$ cat src/rtl/write_to_fifo_block_pkg.sv
// Shared constants, state encoding and helpers for write_to_fifo_block.
// Address map, last-word flag, FIFO depth and 128-bit word selector.
package write_to_fifo_block_pkg;

    localparam logic [31:0] ADDR_HELLO = 32'h0000_0500;
    localparam logic [31:0] ADDR_VLED  = 32'h0000_0504;
    localparam logic [31:0] ADDR_FIFO  = 32'h0000_0510;
    localparam logic [31:0] ADDR_KEY   = 32'h0000_0520;
    localparam logic [31:0] ADDR_DIN   = 32'h0000_0530;
    localparam logic [31:0] ADDR_RES   = 32'h0000_0540;

    localparam logic [15:0] LAST_FLAG  = 16'h1111;
    localparam int          FIFO_DEPTH = 16;

    typedef enum logic [1:0] {
        ST_FILL  = 2'd0,
        ST_DRAIN = 2'd1,
        ST_DONE  = 2'd2
    } state_t;

    // Word 0 is the most-significant 32 bits.
    function automatic logic [31:0] word_sel(
        input logic [127:0] v,
        input logic [1:0]   idx
    );
        logic [31:0] w;
        unique case (idx)
            2'd0:    w = v[127:96];
            2'd1:    w = v[95:64];
            2'd2:    w = v[63:32];
            default: w = v[31:0];
        endcase
        return w;
    endfunction

endpackage

$ cat src/rtl/write_to_fifo_block_fifo_16x16.sv
// Circular 16x16 FIFO; a push when full drops the oldest entry.
// Ports: clk, rst_n, push, pop, clr, din, dout (head), count, full, empty.
module fifo_16x16
    import write_to_fifo_block_pkg::*;
(
    input  logic        clk,
    input  logic        rst_n,
    input  logic        push,
    input  logic        pop,
    input  logic        clr,
    input  logic [15:0] din,
    output logic [15:0] dout,
    output logic [4:0]  count,
    output logic        full,
    output logic        empty
);

    logic [15:0] mem [FIFO_DEPTH];
    logic [3:0]  wr_ptr;
    logic [3:0]  rd_ptr;
    logic [3:0]  wr_idx;
    logic        do_pop;
    logic        drop;

    assign full   = (count == 5'(FIFO_DEPTH));
    assign empty  = (count == 5'd0);
    assign dout   = mem[rd_ptr];
    // Clear with push restarts the ring at slot 0.
    assign wr_idx = clr ? 4'd0 : wr_ptr;
    assign do_pop = pop && !empty;
    assign drop   = push && !do_pop && full;

    always_ff @(posedge clk) begin
        if (push) begin
            mem[wr_idx] <= din;
        end
    end

    always_ff @(posedge clk or negedge rst_n) begin
        if (!rst_n) begin
            wr_ptr <= 4'd0;
            rd_ptr <= 4'd0;
            count  <= 5'd0;
        end else if (clr) begin
            rd_ptr <= 4'd0;
            wr_ptr <= push ? 4'd1 : 4'd0;
            count  <= push ? 5'd1 : 5'd0;
        end else begin
            if (push) begin
                wr_ptr <= wr_ptr + 4'd1;
            end
            if (do_pop || drop) begin
                rd_ptr <= rd_ptr + 4'd1;
            end
            if (push && !do_pop && !full) begin
                count <= count + 5'd1;
            end else if (do_pop && !push) begin
                count <= count - 5'd1;
            end
        end
    end

endmodule

$ cat src/rtl/write_to_fifo_block.sv
// Collects 16 key/data byte pairs, drains them into 128-bit key/din
// registers and forms key^din. Ports: clk/reset, write strobe bus,
// AXI-lite style read channel, vled_q status in, hello_world_q out.
module write_to_fifo_block
    import write_to_fifo_block_pkg::*;
(
    input  logic        clk_main_a0,
    input  logic        rst_main_n_sync,
    input  logic [31:0] wr_addr,
    input  logic        wready,
    input  logic [31:0] wdata,
    input  logic        rready,
    input  logic        arvalid_q,
    input  logic [31:0] araddr_q,
    input  logic [15:0] vled_q,
    output logic [1:0]  rresp,
    output logic        rvalid,
    output logic [31:0] rdata,
    output logic [31:0] hello_world_q
);

    state_t       state;
    logic [3:0]   pop_cnt;
    logic [127:0] key_reg;
    logic [127:0] din_reg;
    logic [127:0] result_reg;
    logic         done;
    logic         short_err;

    logic         f_push;
    logic         f_pop;
    logic         f_clr;
    logic [15:0]  f_dout;
    logic [4:0]   f_count;
    logic         f_full;
    logic         f_empty;

    logic         wr_fifo;
    logic         flag;
    logic [4:0]   cnt_after;
    logic         short_hit;
    logic [127:0] key_next;
    logic [127:0] din_next;
    logic [31:0]  status;
    logic [31:0]  rd_word;
    logic [31:0]  rd_base;
    logic         rd_aligned;

    assign rresp = 2'b00;

    fifo_16x16 u_fifo (
        .clk   (clk_main_a0),
        .rst_n (rst_main_n_sync),
        .push  (f_push),
        .pop   (f_pop),
        .clr   (f_clr),
        .din   (wdata[15:0]),
        .dout  (f_dout),
        .count (f_count),
        .full  (f_full),
        .empty (f_empty)
    );

    assign wr_fifo   = wready && (wr_addr == ADDR_FIFO);
    assign flag      = (wdata[31:16] == LAST_FLAG);
    assign cnt_after = f_full ? f_count : f_count + 5'd1;
    assign key_next  = {key_reg[119:0], f_dout[15:8]};
    assign din_next  = {din_reg[119:0], f_dout[7:0]};

    always_comb begin
        f_push    = 1'b0;
        f_pop     = 1'b0;
        f_clr     = 1'b0;
        short_hit = 1'b0;
        unique case (state)
            ST_FILL: begin
                if (wr_fifo) begin
                    // A short flag word is dropped with the rest.
                    if (flag && cnt_after != 5'(FIFO_DEPTH)) begin
                        f_clr     = 1'b1;
                        short_hit = 1'b1;
                    end else begin
                        f_push = 1'b1;
                    end
                end
            end
            ST_DRAIN: f_pop = 1'b1;
            ST_DONE: begin
                if (wr_fifo && !flag) begin
                    f_clr  = 1'b1;
                    f_push = 1'b1;
                end
            end
            default: ;
        endcase
    end

    always_ff @(posedge clk_main_a0 or negedge rst_main_n_sync) begin
        if (!rst_main_n_sync) begin
            state      <= ST_FILL;
            pop_cnt    <= 4'd0;
            key_reg    <= '0;
            din_reg    <= '0;
            result_reg <= '0;
            done       <= 1'b0;
            short_err  <= 1'b0;
        end else begin
            unique case (state)
                ST_FILL: begin
                    if (short_hit) begin
                        short_err <= 1'b1;
                    end else if (wr_fifo && flag) begin
                        state   <= ST_DRAIN;
                        pop_cnt <= 4'd0;
                    end
                end
                ST_DRAIN: begin
                    key_reg <= key_next;
                    din_reg <= din_next;
                    pop_cnt <= pop_cnt + 4'd1;
                    if (pop_cnt == 4'd15) begin
                        state      <= ST_DONE;
                        result_reg <= key_next ^ din_next;
                        done       <= 1'b1;
                    end
                end
                ST_DONE: begin
                    if (wr_fifo && !flag) begin
                        done      <= 1'b0;
                        short_err <= 1'b0;
                        state     <= ST_FILL;
                    end
                end
                default: state <= ST_FILL;
            endcase
        end
    end

    always_ff @(posedge clk_main_a0 or negedge rst_main_n_sync) begin
        if (!rst_main_n_sync) begin
            hello_world_q <= 32'h0;
        end else if (wready && wr_addr == ADDR_HELLO) begin
            hello_world_q <= wdata;
        end
    end

    assign status = {23'h0, f_count, 1'b0, short_err,
                     (state == ST_DRAIN), done};

    assign rd_base    = {araddr_q[31:4], 4'h0};
    assign rd_aligned = (araddr_q[1:0] == 2'b00);

    always_comb begin
        rd_word = 32'h0;
        unique case (1'b1)
            araddr_q == ADDR_HELLO:
                rd_word = hello_world_q;
            araddr_q == ADDR_VLED:
                rd_word = {16'h0, vled_q};
            araddr_q == ADDR_FIFO:
                rd_word = status;
            rd_aligned && rd_base == ADDR_KEY:
                rd_word = word_sel(key_reg, araddr_q[3:2]);
            rd_aligned && rd_base == ADDR_DIN:
                rd_word = word_sel(din_reg, araddr_q[3:2]);
            rd_aligned && rd_base == ADDR_RES:
                rd_word = word_sel(result_reg, araddr_q[3:2]);
            default:
                rd_word = 32'h0;
        endcase
    end

    // Data is captured at address acceptance, so a same-cycle
    // write is not visible in this read.
    always_ff @(posedge clk_main_a0 or negedge rst_main_n_sync) begin
        if (!rst_main_n_sync) begin
            rvalid <= 1'b0;
            rdata  <= 32'h0;
        end else if (!rvalid) begin
            if (arvalid_q) begin
                rvalid <= 1'b1;
                rdata  <= rd_word;
            end
        end else if (rready) begin
            rvalid <= 1'b0;
        end
    end

endmodule

$ cat config.mk
export PLATFORM = sky130hd
export DESIGN_NAME = write_to_fifo_block
export DESIGN_NICKNAME = d
export VERILOG_FILES = /design/src/rtl/write_to_fifo_block_pkg.sv /design/src/rtl/write_to_fifo_block_fifo_16x16.sv /design/src/rtl/write_to_fifo_block.sv
export SDC_FILE = /design/constraint.sdc
export NUM_CORES = 1
export LEC_CHECK = 0
export BUFFER_PORTS_ARGS = -buffer_cell sky130_fd_sc_hd__buf_2
export CAP_MARGIN = 20
export CORE_UTILIZATION = 55
export CTS_CLUSTER_DIAMETER = 80
export DETAILED_ROUTE_END_ITERATION = 16
export GPL_TIMING_DRIVEN = 0
export PLACE_DENSITY = 0.83
export SLEW_MARGIN = 25
export SYNTH_ARGS = -nofsm -noshare
export SYNTH_HDL_FRONTEND = slang
export SYNTH_SLANG_ARGS = --single-unit
$ cat constraint.sdc
create_clock -name clk_main_a0 -period 4.4 [get_ports clk_main_a0]
set_input_delay 0.88 -clock clk_main_a0 [delete_from_list [all_inputs] [get_ports clk_main_a0]]
set_output_delay 0.88 -clock clk_main_a0 [all_outputs]
set_load 0.01 [all_outputs]
Word-level counts from Yosys, hierarchy flattened
Memory sizes are Yosys's and may differ from the RTL's.
Index checks and enable logic that the tools add are counted.

word-level totals
  bits in registers = 470
  RAM bits = 256
  output and inout bits = 67
  logic and storage cells = 119
  memories kept = 1

memory list
  memory      words  bits a word  read ports  clocked after memory_dff  write ports  RTL line                              text
  u_fifo.mem  16     16           1           0                         1            write_to_fifo_block_fifo_16x16.sv:18  logic [15:0] mem [FIFO_DEPTH];

operators by class
  add/subtract/negate cells = 5
  eq/ne operators = 21
  muxes and demuxes = 42
  bitwise operators = 2
  reductions and logical operators = 35

operator list
  kind                  count
  $pmux 32 s3           3
  $pmux 32 s6           1
  $eq 32x11->1 const B  5
  $xor 128x128->128     1
  $eq 28x7->1 const B   3
  $mux 4                7
  $mux 5                4
  $mux 1                17
  $eq 16x13->1 const B  1
  $logic_and 1x1->1     13
  $add 4x1->4 const B   3
  $reduce_bool 2->1     5
  $reduce_and 3->1      3
  $mux 2                4
  $ne 2x2->1 const B    4
  $pmux 1 s2            4
  $pmux 4 s2            1
  $logic_not 2->1       3
  $pmux 2 s3            1
  $add 5x1->5 const B   1
  $eq 5x5->1 const B    1
  $logic_not 1->1       5
  $logic_not 5->1       1
  $ne 5x5->1 const B    1
  other kinds (10)      13

Logic depth before layout (Yosys ltp)
Gate-level depths: netlist of the first run.

  depth after elaboration = 12
  gate-level depth with buffers = 9
  mapped depth without buffers = 8

Cells and area by module
Synthesis of the first run repeated with hierarchy kept, for this count alone.

unflattened totals
  cell total of the unflattened synthesis = 2760
  area, all modules = 32491.2 µm²

modules (own cells, without submodules)
  module               times used  cells each  area an instance (µm²)  seq. area each (µm²)
  write_to_fifo_block  1           2238        21844.7                 11436.0
  fifo_16x16           1           522         10646.5                 8012.7

Least setup slack after synthesis of the first run
No wires, ideal clock.

  kind = in2reg
  start = input wr_addr[24]
  end = memory u_fifo.mem[10][0] (enable)
  arrival = 3.704 ns
  slack = 0.266 ns
  stages = 6
  cell sequence = nor4b_1 nand4_1 nor4_1 nand2_1 clkbuf_1 nor4_1

on the way
  word-level cells in the longest chain between the ends = 7
  elaborated cells on any way between the ends = 11
  those cells by class = 1 x eq/ne; 8 x mux; 2 x reduce/logical

RTL lines
  element                       RTL line                              text
  start, declared               write_to_fifo_block.sv:9              input logic [31:0] wr_addr,
  $eq 32x11->1 *                write_to_fifo_block.sv:64             assign wr_fifo = wready && (wr_addr == ADDR_FIFO);
  $logic_and 1x1->1 *           write_to_fifo_block.sv:64
  $logic_and 1x1->1             write_to_fifo_block.sv:89             if (wr_fifo && !flag) begin
  $mux 1                        write_to_fifo_block.sv:89
  $pmux 1 s2                    write_to_fifo_block.sv:75             unique case (state)
  $mux 1                        write_to_fifo_block_fifo_16x16.sv:34  if (push) begin
  $mux 1 (implied by the code)  write_to_fifo_block_fifo_16x16.sv:35  mem[wr_idx] <= din;
  end, declared                 write_to_fifo_block_fifo_16x16.sv:18

Mark *: on every way between the ends. The rest lies on a longest branch, timed or not.

Final worst setup path of the first run
  start = input wr_addr[24]
  end = memory u_fifo.mem[7][2] (enable)

The elaborated chain is that of the path after synthesis.

==> summary.txt, run 1 <==
Pwr
  • Sequential Power Share: 0.501
  • NetSw: 3260 uW
  • Comb power frac: 0.037
  • P_leak: 0.0161 uW
  • Clock share of power: 0.462
  • Int Power: 10900 uW
  • Pwr per Cell Area: 380 nW/um2
  • Tot Pwr: 14100 uW
  • Sw Share: 0.231
  • VDD IR-drop max: 430 uV

Clock tree
  • Hold-fix buffers, CTS: 0
  • H-tree Lvls: 3
  • Post-CTS Resized: 0
  • Clock latency on the worst-skew pair: 0.67 ns
  • CTS tree: built
  • Root cell of the clock tree: clkbuf_16
  • Clk buf depth: 3
  • Setup Fix Bufs, Post-CTS: 0
  • Clock slew at the register clock pins of the worst setup and hold paths: 0.06 ns
  • CTS Buf Count: 76
  • Clock sinks: 726

Setup path
  • Critical R2R Capture: result_reg[6]$_DFFE_PN0P_
  • Reg2Reg Depth: 8
  • Crit path DAT: 4.42 ns
  • Launching point of the worst reg2reg path: u_fifo.rd_ptr[3]$_DFFE_PN0P_
  • CP Max Fanout: 10
  • Crit path kind: input pin to flip-flop
  • Crit. End Element: flip-flop
  • Worst setup SP type: input pin
  • FF-to-FF setup slack: 0.47 ns
  • CP required: 4.77 ns

Placed design
  • Port bufs: 179
  • Hpwl dp: 97700 um
  • Global placement routability congestion: 1.04
  • DP Worst Slack: -0.257 ns

Routing
  • DRT Pass-1 Iters: 9
  • Antenna Nets Post-Route: 0
  • 1st-iter DRT viols: 3601
  • Vias after detailed routing: 25500
  • Wire per inst: 34.2 um
  • Routed WL: 132000 um
  • Final routed DRC violation total: 0
  • DR vias/cell: 6.57

Finish
  • Multi-input gate area: 12100 um2
  • Share of layout cells above drive strength 1: 0.178
  • Area delta synth->final: 15.1%
  • Max FFs per register: 256
  • Fill count: 4349
  • Biggest register: u_fifo.mem
  • Nets: 3169
  • Register area: 19400 um2
  • Final core utilization: 0.643

Floorplanning
  • Row cnt: 88
  • I/O Pins: 184
  • Die H: 244 um
  • Die Area: 59700 um2
  • Die width: 244 um
  • Core Box Area: 57800 um2
  • Initial Util: 0.558

STA
  • Rel. slew slack: 0.237
  • Clock Skew: 0.0377 ns
  • Max-slew violations: 0
  • Final hold violations: 0
  • Min cycle time layout: 4.05 ns
  • Unrepaired setup endpoints after global routing: false
  • FMAX: 247 MHz
  • Final setup fails: 0
  • Worst-margin pin slew: 1.14 ns
  • Final period util: 0.921
  • Hold WS: 0.257 ns
  • Final WS setup: 0.349 ns

Global route
  • Largest net degree at the start of global routing: 95
  • GRT Util Overall: 0.452
  • Vias in the first global route: 24900
  • Grt ovf: 0
  • Initial antenna violation count: 3
  • First-pass GRT wire length: 186000 um

Yosys
  • Asr flop ratio synth: 0.647
  • Number of enable flip-flop cells after synthesis: 256
  • Sequential-to-total area share from yosys stat: 0.603
  • Post-Synth Adder-Cell Area: 0.00233
  • #FFs+latches synth: 726
  • Largest family of logic cells by synthesized area: simple AND/OR/NAND/NOR gates
  • Post-synth top cells: nand2_1 (764), dfrtp_1 (470), edfxtp_1 (256), nor2_1 (197), a21oi_1 (154)
  • Post-Synthesis Cells: 2741
  • Xor/xnor cell area share of the yosys netlist: 0.0361
  • Area fraction of the dominant cell type after synthesis: 0.364
  • Synth top area cells: dfrtp_1 (36%), edfxtp_1 (24%), mux4_2 (8.9%), nand2_1 (8.9%), xnor2_1 (3.5%)
  • Simple-Gate Fraction of Synth Area: 0.140
  • Synth cell types: 60
  • Syn. warnings: 0
  • Count leader, synth: nand2_1
  • Mux cell area share after synthesis: 0.130
  • Syn avg cell area: 11.8 um2
  • Top FF cell, synth: dfrtp_1
  • Compound-Gate Fraction of Synth Area: 0.0653
  • Synth area leader: dfrtp_1
  • Cell area after synthesis: 32300 um2

Flow run
  • Maximum Capacitance Violations: 0

Outcome
  • Status: completed

Worst hold path
  • Hold Path Class: input pin to asynchronous set/reset pin
==> layout make-up <==
type / count / area share
flip-flops and latches: 726 / 0.524
multi-input cells: 1832 / 0.327
clock inverters: 32 / 0.0103
repair buffers: 226 / 0.0347
inverters: 12 / 0.00121
well taps: 765 / 0.0258
clock buffers: 106 / 0.0572
plain buffers: 172 / 0.0200
diodes: 3 / 0.000202
==> cell families (layout without fill, tap and decap cells) <==
| logic type | Yosys count | after routing |
|---|---|---|
| DFF | 726 | 726 |
| xor gates and xnor gates | 133 | 133 |
| muxes | 254 | 254 |
| buffers and inverters | 184 | 548 |
| adders and majority gates | 6 | 6 |
| and+or+nand+nor | 1095 | 1095 |
| AOI/OAI and AO/OA | 342 | 342 |
| other | 1 | 5 |
==> cell usage in the layout (no fill, tap or decap), drive strengths merged, types with 33 or more instances in the layout <==
| cell | count |
|---|---|
| edfxtp | 256 |
| nor2 | 197 |
| a21oi | 154 |
| nand2 | 764 |
| buf | 273 |
| a221oi | 33 |
| a31oi | 35 |
| clkbuf | 231 |
| mux2 | 33 |
| xnor2 | 130 |
| mux4 | 128 |
| dfrtp | 470 |
| o21ai | 49 |
| mux2i | 93 |
==> metrics by stage <==
| step | std cells | TNS [ns] | cell area [um2] |
|---|---|---|---|
| 2_1_floorplan | 2742 | 0 | 32300 |
| 4_1_cts | 3870 | 0 | 37100 |
| 6_report | 3874 | 0 | 37100 |
| 3_3_place_gp | 3686 | -3716.29 | 34100 |
| 5_1_grt | 3871 | 0 | 37100 |
| 3_5_place_dp | 3732 | -2.66 | 34600 |
==> worst max-delay path: stages <==
cell	delay [ns]
buf_2	0.10
nor4b_1	0.37
nand4_1	0.30
nor4_1	0.56
nand2_1	0.30
clkbuf_1	0.38
nor4_2	0.75
buf_4	0.29
buf_2	0.24
buf_2	0.24
==> worst max-delay path by stage <==
| stage | from | endpoint | slack, ns | cells past startpoint |
|---|---|---|---|---|
| floorplan | wr_addr[24] | u_fifo.mem[10][0]$_DFFE_PP_ | 0.27 | 6 |
| global placement | rst_main_n_sync | u_fifo.wr_ptr[0]$_DFFE_PN0P_ | -7.20 | 1 |
| detailed placement | wr_addr[24] | u_fifo.mem[7][2]$_DFFE_PP_ | -0.26 | 10 |
| CTS | wr_addr[24] | u_fifo.mem[7][4]$_DFFE_PP_ | 0.42 | 10 |
| global route | wr_addr[24] | u_fifo.mem[7][2]$_DFFE_PP_ | 0.24 | 10 |
| finish | wr_addr[24] | u_fifo.mem[7][2]$_DFFE_PP_ | 0.35 | 10 |
==> power groups by stage <==
stage | Sequential, uW | Combinational [uW] | Clock (uW)
final | 7080 | 521 | 6530
after global routing | 7080 | 551 | 6790
after CTS | 7080 | 517 | 6540
after detailed placement | 7210 | 515 | 0
after global placement | 7210 | 483 | 0
after floorplan | 7230 | 153 | 0
==> layer usage <==
metal	vias up	wire length, um	GRT usage
met5	-	0	0
met4	0	13200	0.366
met3	509	12500	0.0888
met2	1899	60100	0.700
met1	12800	46600	0.556
li1	10300	-	-
(Power assumes the default switching activity.)
==> inputs of run 2 (changes only) <==
ABC_CLOCK_PERIOD_IN_PS = 4400   (was unset)
CELL_PAD_IN_SITES_DETAIL_PLACEMENT = 0   (was unset)
CELL_PAD_IN_SITES_GLOBAL_PLACEMENT = 1   (was unset)
CORE_UTILIZATION = 50   (was 55)
CTS_CLUSTER_DIAMETER = 30   (was 80)
PLACE_DENSITY = 0.9   (was 0.83)
==> run 2 against run 1 <==
  * First-iteration DRC count grew 1.2%
  * Clock power grew 76%
  * Clock skew shrank 0.0049 ns
  * Via count grew 0.52%
  * Power grew 35%
  * Wire length shrank 4.7%
  * Final cell count grew 5.5%
  * Non-clock buffer count is the same
  * Critical path depth is the same
  * Global-route usage shrank 6.1 points
  * Die area grew 9.9%
==> summary.txt, run 2 (synthesis results as in run 1) <==
Outcome
  • Status: completed

Routing
  • 1st-iter DRT viols: 3644 (+1.2%)
  • Vias after detailed routing: 25600 (+0.52%)
  • Final routed DRC violation total: 0 (unchanged)
  • Antenna Nets Post-Route: 0 (unchanged)
  • Wire per inst: 30.9 um (-9.7%)
  • DR vias/cell: 6.26 (-4.8%)
  • Routed WL: 126000 um (-4.7%)
  • DRT Pass-1 Iters: 7 (-2)

Clock tree
  • Hold-fix buffers, CTS: 0 (unchanged)
  • Clock slew at the register clock pins of the worst setup and hold paths: 0.05 ns (about the same)
  • CTS tree: built
  • H-tree Lvls: 4 (+1)
  • Clk buf depth: 3 (unchanged)
  • Root cell of the clock tree: clkbuf_16
  • Clock latency on the worst-skew pair: 0.73 ns (+0.06 ns)
  • Clock sinks: 726 (unchanged)
  • CTS Buf Count: 146 (+92%)
  • Post-CTS Resized: 0 (unchanged)
  • Setup Fix Bufs, Post-CTS: 0 (unchanged)

Setup path
  • Crit path kind: input pin to flip-flop
  • CP Max Fanout: 10 (unchanged)
  • Slowest stage delay, CP: 0.77 ns (+0.02 ns)
  • FF-to-FF setup slack: 0.43 ns (-0.04 ns)
  • Worst setup SP type: input pin
  • Crit path cell chain: buf_2, nor4b_1, nand4_1, nor4_1, nand2_1, clkbuf_1, nor4_2, buf_2, buf_2, buf_2
  • CP max stage cell: nor4_2
  • Crit path DAT: 4.50 ns (+0.08 ns)
  • Crit. End Element: flip-flop
  • Most used cell, CP: buf_2
  • CP required: 4.83 ns (+0.06 ns)

Pwr
  • Tot Pwr: 19100 uW (+35%)
  • P_leak: 0.0174 uW (+7.9%)
  • Pwr per Cell Area: 479 nW/um2 (+26%)
  • VDD IR-drop max: 419 uV (-2.7%)

STA
  • Max-slew violations: 0 (unchanged)
  • Clock Skew: 0.0329 ns (-0.00489 ns)
  • Min cycle time layout: 4.06 ns (+0.0137 ns)
  • Unrepaired setup endpoints after global routing: false
  • Final setup fails: 0 (unchanged)
  • Final period util: 0.924 (+0.00312)
  • Worst-margin pin slew: 1.05 ns (-0.0902 ns)
  • FMAX: 246 MHz (-0.34%)
  • Final hold violations: 0 (unchanged)
  • Rel. slew slack: 0.294 (+0.0575)

Floorplanning
  • Die Area: 65600 um2 (+9.9%)
  • Initial Util: 0.509 (-0.0495)
  • Row cnt: 92 (+4.5%)
  • I/O Pins: 184 (unchanged)
  • Core Box Area: 63400 um2 (+9.7%)
  • Die width: 256 um (+4.8%)
  • Die H: 256 um (+4.8%)

Finish
  • Share of layout cells above drive strength 1: 0.215 (+0.0375)
  • Nets: 3239 (+2.2%)
  • Most common cell after layout, fill and taps aside: nand2_1
  • Max FFs per register: 256 (unchanged)
  • Most frequent cells in the layout: nand2_1 (764), dfrtp_1 (470), edfxtp_1 (256)
  • Non-Filler Instances: 4089 (+5.5%)
  • Area delta synth->final: 23.5%
  • Biggest register: u_fifo.mem

Global route
  • GRT Util Overall: 0.391 (-0.0610)
  • Grt ovf: 0 (unchanged)
  • Largest net degree at the start of global routing: 94 (-1.1%)
  • First-pass GRT wire length: 181000 um (-2.6%)
  • Initial antenna violation count: 4 (+1)
  • Vias in the first global route: 25100 (+0.79%)

Placed design
  • Global placement routability congestion: 1.06 (+2.1%)
  • Hpwl dp: 91400 um (-6.4%)
  • Post-Place Cells: 3814 (+2.2%)
  • Port bufs: 179 (unchanged)

Flow run
  • Maximum Capacitance Violations: 0 (unchanged)

Worst hold path
  • Hold Path Class: input pin to asynchronous set/reset pin
==> run 2: changes by cell type in the layout (fill, tap and decap cells not counted), moves of 2 or more <==
cell        change
clkbuf_16      +72
inv_6          +20
bufinv_16      +15
clkinv_4       +15
clkinvlp_4     +12
clkinv_2       +10
clkinv_1        -7
clkbuf_1        -6
clkinv_16       -5
buf_2           -3
clkbuf_8        +3
buf_4           +2
clkinv_8        +2
inv_16          +2
==> run 2: metrics by stage <==
stage | area, um2 | hold WS [ns] | util | TNS (ns) | worst slack (ns)
6_report | 39900 | 0.0854 | 0.629 | 0 | 0.336
5_1_grt | 39900 | 0.116 | 0.628 | 0 | 0.121
4_1_cts | 39900 | 0.0937 | 0.628 | 0 | 0.382
3_5_place_dp | 34700 | 0.461 | 0.548 | -8.04 | -0.400
3_3_place_gp | 34200 | 0.458 | 0.540 | -3735.57 | -7.16
2_1_floorplan | 32300 | 0.441 | - | 0 | 0.266
==> run 2: worst paths after layout <==
kind | from | end | cells after the start
min in group clk_main_a0 | rready | rvalid$_DFF_PN0_ | 2
hold / removal | rst_main_n_sync | din_reg[80]$_DFFE_PN0P_ | 1
setup / recovery | wr_addr[24] | u_fifo.mem[15][11]$_DFFE_PP_ | 10
hold reg to reg | key_reg[122]$_DFFE_PN0P_ | key_reg[122]$_DFFE_PN0P_ | 2
max in group asynchronous | rst_main_n_sync | result_reg[12]$_DFFE_PN0P_ | 3
setup reg to reg | u_fifo.count[0]$_DFFE_PN0P_ | u_fifo.mem[15][11]$_DFFE_PP_ | 11
==> run 2: layout make-up <==
cell class                      count  area, um2
Antenna cell                        4       10.0
Tap cell                          846       1060
Multi-Input combinational cell   1832      12100
Timing Repair Buffer              226       1290
Fill cell                        4813      23600
Clock buffer                      174       3940
Sequential cell                   726      19400
Inverter                           12       45.0
Clock inverter                     97       1190
Buffer                            172        742
==> run 2: report_power, final <==
part / internal (uW) / switching (uW) / leakage, uW
clock: 7570 / 3910 / 0.00250
sequential: 7070 / 34.0 / 0.00880
combinational: 162 / 346 / 0.00610
==> run 2: per-layer routing <==
layer,vias up,track usage,part of all wire
li1,10500,-,-
met1,12700,0.472,0.35
met2,1946,0.592,0.44
met3,503,0.109,0.11
met4,4,0.310,0.096
met5,-,0,0.00027
==> run 2: worst max-delay path, delay by kind of cell <==
family / cells / cell delay [ns]
buffers and inverters: 5 / 1.22
AND/OR/NAND/NOR: 5 / 2.39
